**src/rtl/product_skid_reg_pkg.sv**
```systemverilog
// Shared definitions for the product skid register: FSM encoding and default sizes.
package product_skid_reg_pkg;

    localparam int DEF_WIDTH = 8;
    localparam int DEF_CNT_W = 16;

    typedef enum logic [1:0] {
        ST_EMPTY = 2'd0,
        ST_ONE   = 2'd1,
        ST_TWO   = 2'd2
    } state_e;

    // Occupancy reported on the count port for a given state.
    function automatic logic [1:0] state_count(input state_e st);
        logic [1:0] cnt;
        case (st)
            ST_EMPTY: cnt = 2'd0;
            ST_ONE:   cnt = 2'd1;
            ST_TWO:   cnt = 2'd2;
            default:  cnt = 2'd0;
        endcase
        return cnt;
    endfunction

endpackage

```
**src/rtl/product_field_reg.sv**
```systemverilog
// One {a0, a1} storage entry with load enable and synchronous reset to INIT values.
module product_field_reg #(
    parameter int                       WIDTH   = 8,
    parameter logic                     INIT_A0 = 1'b1,
    parameter logic signed [WIDTH-1:0]  INIT_A1 = WIDTH'(32'sd2)
) (
    input  logic                    real_clk,
    input  logic                    real_rst,
    input  logic                    en,
    input  logic                    d_a0,
    input  logic signed [WIDTH-1:0] d_a1,
    output logic                    q_a0,
    output logic signed [WIDTH-1:0] q_a1
);

    logic                    a0_r;
    logic signed [WIDTH-1:0] a1_r;

    // Entry storage: reset to INIT, otherwise load when enabled.
    always_ff @(posedge real_clk) begin
        if (real_rst) begin
            a0_r <= INIT_A0;
            a1_r <= INIT_A1;
        end else if (en) begin
            a0_r <= d_a0;
            a1_r <= d_a1;
        end else begin
            a0_r <= a0_r;
            a1_r <= a1_r;
        end
    end

    assign q_a0 = a0_r;
    assign q_a1 = a1_r;

endmodule

```
**src/rtl/product_skid_reg.sv**
```systemverilog
// Two-entry skid register carrying a {flag, signed data} product with fully registered handshake outputs.
module product_skid_reg
    import product_skid_reg_pkg::*;
#(
    parameter int                       WIDTH   = DEF_WIDTH,
    parameter logic                     INIT_A0 = 1'b1,
    parameter logic signed [WIDTH-1:0]  INIT_A1 = WIDTH'(32'sd2),
    parameter int                       CNT_W   = DEF_CNT_W
) (
    input  logic                    CLK,
    input  logic                    RESET,
    input  logic                    I_valid,
    output logic                    I_ready,
    input  logic                    I_a0,
    input  logic signed [WIDTH-1:0] I_a1,
    output logic                    O_valid,
    input  logic                    O_ready,
    output logic                    O_a0,
    output logic signed [WIDTH-1:0] O_a1,
    output logic [1:0]              count,
    output logic [CNT_W-1:0]        xfer_count
);

    state_e                  state_r;
    state_e                  next_state_s;
    logic                    o_valid_r;
    logic                    i_ready_r;
    logic [1:0]              count_r;
    logic [CNT_W-1:0]        xfer_count_r;

    logic                    in_fire_s;
    logic                    out_fire_s;
    logic                    main_en_s;
    logic                    main_from_skid_s;
    logic                    skid_en_s;
    logic                    main_d_a0_s;
    logic signed [WIDTH-1:0] main_d_a1_s;
    logic                    main_a0_s;
    logic signed [WIDTH-1:0] main_a1_s;
    logic                    skid_a0_s;
    logic signed [WIDTH-1:0] skid_a1_s;

    assign in_fire_s  = I_valid & i_ready_r;
    assign out_fire_s = o_valid_r & O_ready;

    // Next-state and entry load decisions from the current state and both fires.
    always_comb begin
        next_state_s     = state_r;
        main_en_s        = 1'b0;
        main_from_skid_s = 1'b0;
        skid_en_s        = 1'b0;
        case (state_r)
            ST_EMPTY: begin
                if (in_fire_s) begin
                    main_en_s    = 1'b1;
                    next_state_s = ST_ONE;
                end else begin
                    next_state_s = ST_EMPTY;
                end
            end
            ST_ONE: begin
                if (in_fire_s && !out_fire_s) begin
                    skid_en_s    = 1'b1;
                    next_state_s = ST_TWO;
                end else if (in_fire_s && out_fire_s) begin
                    main_en_s    = 1'b1;
                    next_state_s = ST_ONE;
                end else if (out_fire_s) begin
                    next_state_s = ST_EMPTY;
                end else begin
                    next_state_s = ST_ONE;
                end
            end
            ST_TWO: begin
                if (out_fire_s) begin
                    main_en_s        = 1'b1;
                    main_from_skid_s = 1'b1;
                    next_state_s     = ST_ONE;
                end else begin
                    next_state_s = ST_TWO;
                end
            end
            default: begin
                next_state_s = ST_EMPTY;
            end
        endcase
    end

    assign main_d_a0_s = main_from_skid_s ? skid_a0_s : I_a0;
    assign main_d_a1_s = main_from_skid_s ? skid_a1_s : I_a1;

    // FSM state plus handshake flags registered from the next state, so no input reaches them combinationally.
    always_ff @(posedge CLK) begin
        if (RESET) begin
            state_r   <= ST_EMPTY;
            o_valid_r <= 1'b0;
            i_ready_r <= 1'b1;
            count_r   <= 2'd0;
        end else begin
            state_r   <= next_state_s;
            o_valid_r <= (next_state_s != ST_EMPTY);
            i_ready_r <= (next_state_s != ST_TWO);
            count_r   <= state_count(next_state_s);
        end
    end

    // Output transfer counter, wraps naturally at 2^CNT_W.
    always_ff @(posedge CLK) begin
        if (RESET) begin
            xfer_count_r <= '0;
        end else if (out_fire_s) begin
            xfer_count_r <= xfer_count_r + CNT_W'(1);
        end else begin
            xfer_count_r <= xfer_count_r;
        end
    end

    product_field_reg #(
        .WIDTH   (WIDTH),
        .INIT_A0 (INIT_A0),
        .INIT_A1 (INIT_A1)
    ) u_main (
        .real_clk (CLK),
        .real_rst (RESET),
        .en       (main_en_s),
        .d_a0     (main_d_a0_s),
        .d_a1     (main_d_a1_s),
        .q_a0     (main_a0_s),
        .q_a1     (main_a1_s)
    );

    product_field_reg #(
        .WIDTH   (WIDTH),
        .INIT_A0 (INIT_A0),
        .INIT_A1 (INIT_A1)
    ) u_skid (
        .real_clk (CLK),
        .real_rst (RESET),
        .en       (skid_en_s),
        .d_a0     (I_a0),
        .d_a1     (I_a1),
        .q_a0     (skid_a0_s),
        .q_a1     (skid_a1_s)
    );

    assign O_valid    = o_valid_r;
    assign I_ready    = i_ready_r;
    assign count      = count_r;
    assign xfer_count = xfer_count_r;
    assign O_a0       = main_a0_s;
    assign O_a1       = main_a1_s;

endmodule

```
**config.mk**
```make
export PLATFORM = sky130hd
export DESIGN_NAME = product_skid_reg
export DESIGN_NICKNAME = d
export VERILOG_FILES = /design/src/rtl/product_skid_reg_pkg.sv /design/src/rtl/product_field_reg.sv /design/src/rtl/product_skid_reg.sv
export SDC_FILE = /design/constraint.sdc
export NUM_CORES = 1
export LEC_CHECK = 0
export ABC_CLOCK_PERIOD_IN_PS = 4970
export BUFFER_PORTS_ARGS = -buffer_cell sky130_fd_sc_hd__buf_2
export CORE_MARGIN = 1
export CORE_UTILIZATION = 50
export DETAILED_ROUTE_END_ITERATION = 8
export GPL_TIMING_DRIVEN = 0
export MAX_ROUTING_LAYER = met4
export PLACE_DENSITY = 0.73
export SYNTH_ARGS = -nofsm -noshare
export SYNTH_HDL_FRONTEND = slang
export SYNTH_SLANG_ARGS = --single-unit
```
**constraint.sdc**
```tcl
create_clock -name CLK -period 4.97 [get_ports CLK]
set_input_delay 0.497 -clock CLK [delete_from_list [all_inputs] [get_ports CLK]]
set_output_delay 0.497 -clock CLK [all_outputs]
set_load 0.05 [all_outputs]
```
==> flow_summary.toml, run 1 <==
[status]
status = "completed"

[global_routing]
grt_pass1_vias = 1312
grt_antenna_before_repair = 0
grt_overflow = 0
grt_usage = 0.215
grt_max_degree = 13
grt_pass1_wl_mm = 5.46

[logic_synthesis]
netlist_area_um2 = 1680
yosysWarnings = 0
avgSynthCellArea_um2 = 9.52
async_flop_share = 0
syn_nets = 191
yosys.cell_types.count = 35
synth_cells = 176
synth_edf_count = 0
ys_seq_elements = 40
synth_ff_type = "dfxtp_1"
ys_seq_area_frac = 0.478

[timing]
rsz0062_at_grt = "false"
setup_viol = 0
hold_slack_ns = 0.400
period_share = 0.360
skew_ns = 0.00882
fmax_mhz = 560
hold_viol = 0
max_slew_margin = 0.681
finalMaxSlewViolations = 0
period_minus_slack_ns = 1.79
max_slew.worst_pin.slew_ns = 0.479
finalSetupTns_ns = 0
fin_ws_ns = 3.18

[worst_setup_path]
critical_path_required_ns = 5.25
r2r-end = "xfer_count[14]$_SDFFE_PP0P_"
crit_arrival_ns = 2.07
crit_fanout = 7
setup.worst_path.start_class = "flip-flop"
rrSetupSlack_ns = 3.18
cp-end-kind = "flip-flop"
critPathKind = "reg2reg"
slowest_stage = "or3_4"
path_cells = "ha_1 -> nand3_2 -> or3_4 -> or3_1 -> a21oi_1"
max_stage_delay_ns = 0.45
r2r_start = "xfer_count[0]$_SDFFE_PP0P_"
worstRegToRegCells = 5

[cts]
root_buffer = "clkbuf_4"
cts_tree = "done"
holdBufCountCts = 0
htree_levels = 2
numClockSinks = 40
cts_setup_buffers = 0
cts.path.max_buffers = 2
path_clk_slew_ns = 0.12
worstSkewPairLatency_ns = 0.34
cts_made_buffers = 5
postCtsResizedCells = 0

[min_path]
holdPathEnd = "u_skid.q_a1[6]$_SDFFE_PP0P_"
min_from = "I_a1[6]"
hold_path.class = "in2reg"
hold_depth = 3

[floorplan]
start_util = 0.536
core-area_um2 = 3130
die_h_um = 59.9
die_w_um = 59.9
ioPinCount = 42
rows = 20
die-area_um2 = 3590

[detailed_routing]
wl_per_cell_um = 12.4
drt_iter0_drc = 52
viasPerCell = 5.20
ant_nets = 0
drc = 0
via_count = 1394
drtPass1Iterations = 4
routed_wirelength_mm = 3.31

[finish]
fin_cells = 268
syn_to_final_growth_pct = 19.0
fillers = 294
diodes = 0
drive_gt1_frac = 0.254
mostFrequentLayoutCell = "buf_2"
final_nets = 238
final_area_um2 = 1990
mostFrequentLayoutCells = "buf_2, dfxtp_1, nor2_1, mux2i_1, xnor2_1"
final_util = 0.637

[place]
dpl.hpwl_mm = 2.52
preCtsSetupSlack_ns = 3.07
io_buffers = 40
place.gp.congestion = 0.730
placed_cell_area_um2 = 1930
dp.cells = 260

[power_and_ir_drop]
leakagePower_nw = 0.894
p_total_uw = 641
power_density_nw_per_um2 = 322
peakVddDrop_mv = 0.161

[job]
maxCapViolCount = 0
worst max-delay path: cells and delay by family, from the launching register on:
kind | cells | cell delay [ns]
DFF | 1 | 0.43
AOI/OAI and AO/OA | 1 | 0.14
and+or+nand+nor | 3 | 0.96
adders and majority gates | 1 | 0.19
power breakdown:
group	switching [mW]	leakage, nW	total (mW)	internal, mW
clock	0.101	0.0315	0.170	0.0693
sequential	0.0129	0.326	0.352	0.339
combinational	0.0834	0.537	0.119	0.0355
total	0.197	0.894	0.641	0.444
how the worst max path moves through the flow:
| stage | from | to | slack, ns | cells past startpoint |
|---|---|---|---|---|
| 3_3_place_gp | O_ready | u_main.q_a1[5]$_SDFFE_PP0P_ | 3.11 | 7 |
| 2_1_floorplan | xfer_count[0]$_SDFFE_PP0P_ | xfer_count[12]$_SDFFE_PP0P_ | 2.95 | 5 |
| 6_report | xfer_count[0]$_SDFFE_PP0P_ | xfer_count[14]$_SDFFE_PP0P_ | 3.18 | 5 |
| 4_1_cts | xfer_count[0]$_SDFFE_PP0P_ | xfer_count[14]$_SDFFE_PP0P_ | 3.17 | 5 |
| 3_5_place_dp | O_ready | u_main.q_a1[5]$_SDFFE_PP0P_ | 3.07 | 6 |
| 5_1_grt | xfer_count[0]$_SDFFE_PP0P_ | xfer_count[14]$_SDFFE_PP0P_ | 3.07 | 5 |
logic make-up after synthesis:
logic type	Yosys count	share of synthesized area
and+or+nand+nor	70	0.223
DFF	40	0.478
AOI/OAI and AO/OA	23	0.0911
muxes	18	0.109
buffers and inverters	13	0.0314
xor gates and xnor gates	10	0.0523
adders and majority gates	2	0.0149
layer usage:
metal  wire length, um  up-vias  GRT usage
met4                53        0     0.0797
met5                 0        -          -
met1              1510      646      0.223
li1                  -      712          -
met3               142        6     0.0736
met2              1610       30      0.373
synthesized netlist by cell type (2+ instances only):
master	instances	area, um2
dfxtp_1	40	801
nor2_1	29	109
mux2i_1	16	160
xnor2_1	9	78.8
a211oi_1	7	52.6
a21oi_1	7	35.0
nand2_1	7	26.3
inv_1	6	22.5
clkbuf_1	4	15.0
nand3_1	4	20.0
nor4_1	4	25.0
o21ai_0	4	20.0
or3_1	4	25.0
and2_1	3	18.8
buf_2	3	15.0
nand4_1	3	18.8
a211o_1	2	17.5
ha_1	2	25.0
mux2_2	2	22.5
nand2b_1	2	12.5
nand3b_1	2	15.0
nor3_1	2	10.0
or3_4	2	22.5
layout make-up:
class	instances	area, um2	share of cell area
multi-input combinational	123	822	0.412
sequential	40	801	0.402
timing repair buffer	40	200	0.100
clock buffer	7	55.1	0.0276
tap	44	55.1	0.0276
buffer	7	30.0	0.0151
inverter	6	22.5	0.0113
clock inverter	1	7.51	0.00377
state kept, by name (all words and copies together), names as in the netlist:
name,flops
u_main.q_a1,8
count,2
u_main.q_a0,1
O_valid,1
u_skid.q_a0,1
I_ready,1
xfer_count,16
state_r,2
u_skid.q_a1,8
Power figures use the tool's default switching activity.
==> run 2: changes to the inputs <==
--- a/config.mk
+++ b/config.mk
@@ -5,14 +5,14 @@
 export SDC_FILE = /design/constraint.sdc
 export NUM_CORES = 1
 export LEC_CHECK = 0
-export ABC_CLOCK_PERIOD_IN_PS = 4970
+export ABC_CLOCK_PERIOD_IN_PS = 1550
 export BUFFER_PORTS_ARGS = -buffer_cell sky130_fd_sc_hd__buf_2
 export CORE_MARGIN = 1
-export CORE_UTILIZATION = 50
+export CORE_UTILIZATION = 47
 export DETAILED_ROUTE_END_ITERATION = 8
 export GPL_TIMING_DRIVEN = 0
 export MAX_ROUTING_LAYER = met4
-export PLACE_DENSITY = 0.73
+export PLACE_DENSITY = 0.72
 export SYNTH_ARGS = -nofsm -noshare
 export SYNTH_HDL_FRONTEND = slang
 export SYNTH_SLANG_ARGS = --single-unit
==> constraint.sdc (replaced) <==
create_clock -name CLK -period 1.55 [get_ports CLK]
set_input_delay 0.155 -clock CLK [delete_from_list [all_inputs] [get_ports CLK]]
set_output_delay 0.155 -clock CLK [all_outputs]
set_load 0.05 [all_outputs]
==> flow_summary.toml, run 2 (same netlist as run 1, synthesis figures left out) <==
[cts]
htree_levels = 2
cts.path.max_buffers = 2
path_clk_slew_ns = 0.13
worstSkewPairLatency_ns = 0.35
root_buffer = "clkbuf_4"
cts_made_buffers = 5
numClockSinks = 40
holdBufCountCts = 0
cts_tree = "done"

[detailed_routing]
routed_wirelength_mm = 3.87
ant_nets = 0
drc = 0
viasPerCell = 5.20
via_count = 1456
drtPass1Iterations = 4
drt_iter0_drc = 76
wl_per_cell_um = 13.8

[place]
io_buffers = 40
dp.cells = 262
dpl.hpwl_mm = 2.57
preCtsSetupSlack_ns = -0.166
place.gp.congestion = 0.802

[floorplan]
rows = 21
die-area_um2 = 3810
core-area_um2 = 3360
start_util = 0.498
ioPinCount = 42
die_h_um = 61.7
die_w_um = 61.7

[worst_setup_path]
slowest_stage = "dfxtp_2"
crit_buf_inv = 1
path_cells = "and4_1 -> nand4_1 -> buf_4 -> or3_4 -> a21oi_2"
crit_fanout = 5
max_stage_delay_ns = 0.39
crit_arrival_ns = 1.85
cp-end-kind = "flip-flop"
critPathTopFamily = "simple AND/OR/NAND/NOR gates"
critPathKind = "reg2reg"
critical_path_required_ns = 1.84
setup.worst_path.start_class = "flip-flop"

[timing]
hold_slack_ns = 0.0588
fmax_mhz = 640
max_slew_margin = 0.621
max_slew.worst_pin.slew_ns = 0.568
finalMaxSlewViolations = 0
fin_ws_ns = -0.0134
period_minus_slack_ns = 1.56
skew_ns = 0.0167
hold_viol = 0
setup_viol = 1
finalSetupTns_ns = -0.0134
rsz0062_at_grt = "true"
period_share = 1.01

[status]
status = "complete, but fails checks"
violations = "negative setup slack"

[finish]
mostFrequentLayoutCell = "buf_2"
syn_to_final_growth_pct = 33.8
diodes = 0
drive_gt1_frac = 0.402
largest_reg_flops = 16
mostFrequentLayoutCells = "buf_2, nor2_1, dfxtp_1, mux2i_1"
fin_cells = 280
final_nets = 248

[global_routing]
grt_pass1_wl_mm = 5.66
grt_pass1_vias = 1348
grt_max_degree = 14
grt_antenna_before_repair = 0
grt_overflow = 0
grt_usage = 0.211

[power_and_ir_drop]
peakVddDrop_mv = 0.628
power_density_nw_per_um2 = 932
p_total_mw = 2.09
leakagePower_nw = 0.996

[min_path]
hold_path.class = "in2reg"

[job]
maxCapViolCount = 0
run 2: power breakdown:
part	leakage, nW	switching (mW)	internal (mW)	total (mW)
logic	0.629	0.293	0.157	0.450
registers	0.335	0.0463	1.08	1.12
clock network	0.0326	0.339	0.177	0.515
total	0.996	0.678	1.41	2.09
run 2: final cells by class:
| type | count | area, um2 |
|---|---|---|
| Tap cell | 46 | 57.6 |
| Sequential cell | 40 | 841 |
| Clock buffer | 6 | 41.3 |
| Inverter | 6 | 22.5 |
| Buffer | 7 | 48.8 |
| Fill cell | 291 | 1120 |
| Clock inverter | 2 | 11.3 |
| Multi-Input combinational cell | 123 | 928 |
| Timing Repair Buffer | 50 | 292 |
run 2: through the flow:
stage	util	instance area [um2]
floorplan	-	1740
detailed placement	0.593	1990
global placement	0.593	1990
global route	0.667	2240
CTS	0.620	2090
finish	0.667	2240
run 2: what timing repair did:
| action | in CTS | in global routing |
|---|---|---|
| gates resized for setup | 8 | 20 |
| buffers inserted | 2 | 7 |
| endpoints found under the setup margin | 13 | 22 |
| pin swaps | 3 | 12 |
| cloned | 0 | 1 |
run 2: routing by layer:
metal	vias to the layer above	global-route usage	routed length, um
li1	730	-	-
met1	688	0.236	1690
met2	29	0.363	1970
met3	9	0.0435	113
met4	0	0.0952	102
met5	-	-	0
run 2: final timing paths:
check / startpoint / to / slack [ns] / cells after the start
max: xfer_count[9]$_SDFFE_PP0P_ / xfer_count[14]$_SDFFE_PP0P_ / -0.01 / 5
min: I_a1[2] / u_skid.q_a1[2]$_SDFFE_PP0P_ / 0.06 / 3
max reg2reg: xfer_count[9]$_SDFFE_PP0P_ / xfer_count[14]$_SDFFE_PP0P_ / -0.01 / 5
min reg2reg: u_skid.q_a0$_SDFFE_PP1P_ / u_skid.q_a0$_SDFFE_PP1P_ / 0.49 / 1
run 2: worst min-delay path: stages:
cell,delay [ns]
buf_2,0.09
mux2i_1,0.06
nor2_1,0.08
==> run 3: changes to the inputs <==
--- a/config.mk
+++ b/config.mk
@@ -7,6 +7,7 @@
 export LEC_CHECK = 0
 export ABC_CLOCK_PERIOD_IN_PS = 1550
 export BUFFER_PORTS_ARGS = -buffer_cell sky130_fd_sc_hd__buf_2
+export CORE_ASPECT_RATIO = 1.1
 export CORE_MARGIN = 1
 export CORE_UTILIZATION = 47
 export DETAILED_ROUTE_END_ITERATION = 8
==> flow_summary.toml, run 3 (same netlist as run 1, synthesis figures left out) <==
[global_routing]
grt_max_degree = 15
grt_antenna_before_repair = 0
grt_overflow = 0
grt_usage = 0.223
grt_pass1_wl_mm = 6.24
grt_pass1_vias = 1411

[timing]
period_minus_slack_ns = 1.55
max_slew.worst_pin.slew_ns = 0.559
finalSetupTns_ns = 0
hold_slack_ns = 0.0437
fin_ws_ns = 0.00482
hold_viol = 0
period_share = 0.997
skew_ns = 0.0143
rsz0062_at_grt = "true"
setup_viol = 0
finalMaxSlewViolations = 0
fmax_mhz = 647
max_slew_margin = 0.628

[detailed_routing]
via_count = 1489
drtPass1Iterations = 4
drc = 0
drt_iter0_drc = 47
viasPerCell = 5.22
ant_nets = 0
wl_per_cell_um = 13.3
routed_wirelength_mm = 3.79

[finish]
final_util = 0.675
regArea_um2 = 846
syn_to_final_growth_pct = 35.2
diodes = 0
largest_reg_flops = 16
fin_cells = 285
mostFrequentLayoutCells = "buf_2, nor2_1, dfxtp_1, mux2i_1, buf_4"
final_area_um2 = 2270
fillers = 288
multi_input_area_um2 = 913
final_nets = 251
mostFrequentLayoutCell = "buf_2"
drive_gt1_frac = 0.405

[cts]
htree_levels = 2
worstSkewPairLatency_ns = 0.36
cts_made_buffers = 5
cts.path.max_buffers = 2
numClockSinks = 40
cts_tree = "done"
path_clk_slew_ns = 0.13
root_buffer = "clkbuf_4"

[floorplan]
start_util = 0.499
die-area_um2 = 3810
die_h_um = 64.6
ioPinCount = 42
die_w_um = 58.9
core-area_um2 = 3360
rows = 22

[worst_setup_path]
path_cells = "nand4_4 -> or3_4 -> or4_4 -> a21oi_2"
critical_path_required_ns = 1.85
r2r_start = "xfer_count[0]$_SDFFE_PP0P_"
crit_start = "xfer_count[0]$_SDFFE_PP0P_"
cp-end-kind = "flip-flop"
crit_arrival_ns = 1.84
crit_fanout = 4
slowest_stage = "or4_4"
setup.worst_path.start_class = "flip-flop"
worstRegToRegCells = 4
critPathKind = "reg2reg"
max_stage_delay_ns = 0.43

[power_and_ir_drop]
leakagePower_nw = 1.00
peakVddDrop_mv = 0.932
power_density_nw_per_um2 = 969
p_total_mw = 2.20

[status]
status = "completed"

[place]
place.gp.congestion = 0.760
dp.cells = 264
io_buffers = 40
dpl.hpwl_mm = 2.56
preCtsSetupSlack_ns = -0.139
placed_cell_area_um2 = 2000

[job]
maxCapViolCount = 0

[min_path]
min_from = "I_a1[6]"
hold_depth = 3
hold_path.class = "in2reg"
## run 3: worst paths after layout
path	slack, ns	end
worst max-delay path	0.005	xfer_count[15]$_SDFFE_PP0P_
worst max register to register	0.005	xfer_count[15]$_SDFFE_PP0P_
worst min register to register	0.48	u_skid.q_a1[1]$_SDFFE_PP1P_
worst min-delay path	0.04	u_skid.q_a1[6]$_SDFFE_PP0P_
## run 3: per-layer routing
layer  track usage  part of all wire  vias up
li1              -                 -      739
met1         0.246              0.43      703
met2         0.378              0.52       45
met3        0.0778             0.042        2
met4        0.0625            0.0061        0
met5             -                 0        -
## run 3: timing repair
action | in CTS | in global routing
setup buffers | 6 | 5
hold buffers | 0 | 0
cloned | 0 | 2
resized for setup | 7 | 21
setup endpoints to repair | 12 | 18
pin swaps | 4 | 4
## run 3: area by class of cell
type	count	area share
inverter	6	0.00994
clock buffer	6	0.0276
clock inverter	2	0.00773
timing repair buffer	53	0.130
tap	48	0.0265
multi-input combinational	123	0.403
sequential	40	0.373
buffer	7	0.0215
## run 3: power by group
| group | internal (mW) | switching, mW | total (mW) |
|---|---|---|---|
| combinational | 0.147 | 0.291 | 0.437 |
| sequential | 1.07 | 0.0470 | 1.12 |
| clock | 0.280 | 0.358 | 0.638 |
## run 3: worst max-delay path, delay by kind of cell, from the launching register on
family / cells / cell delay, ns
compound gates: 1 / 0.12
flops: 1 / 0.40
simple gates: 3 / 0.97
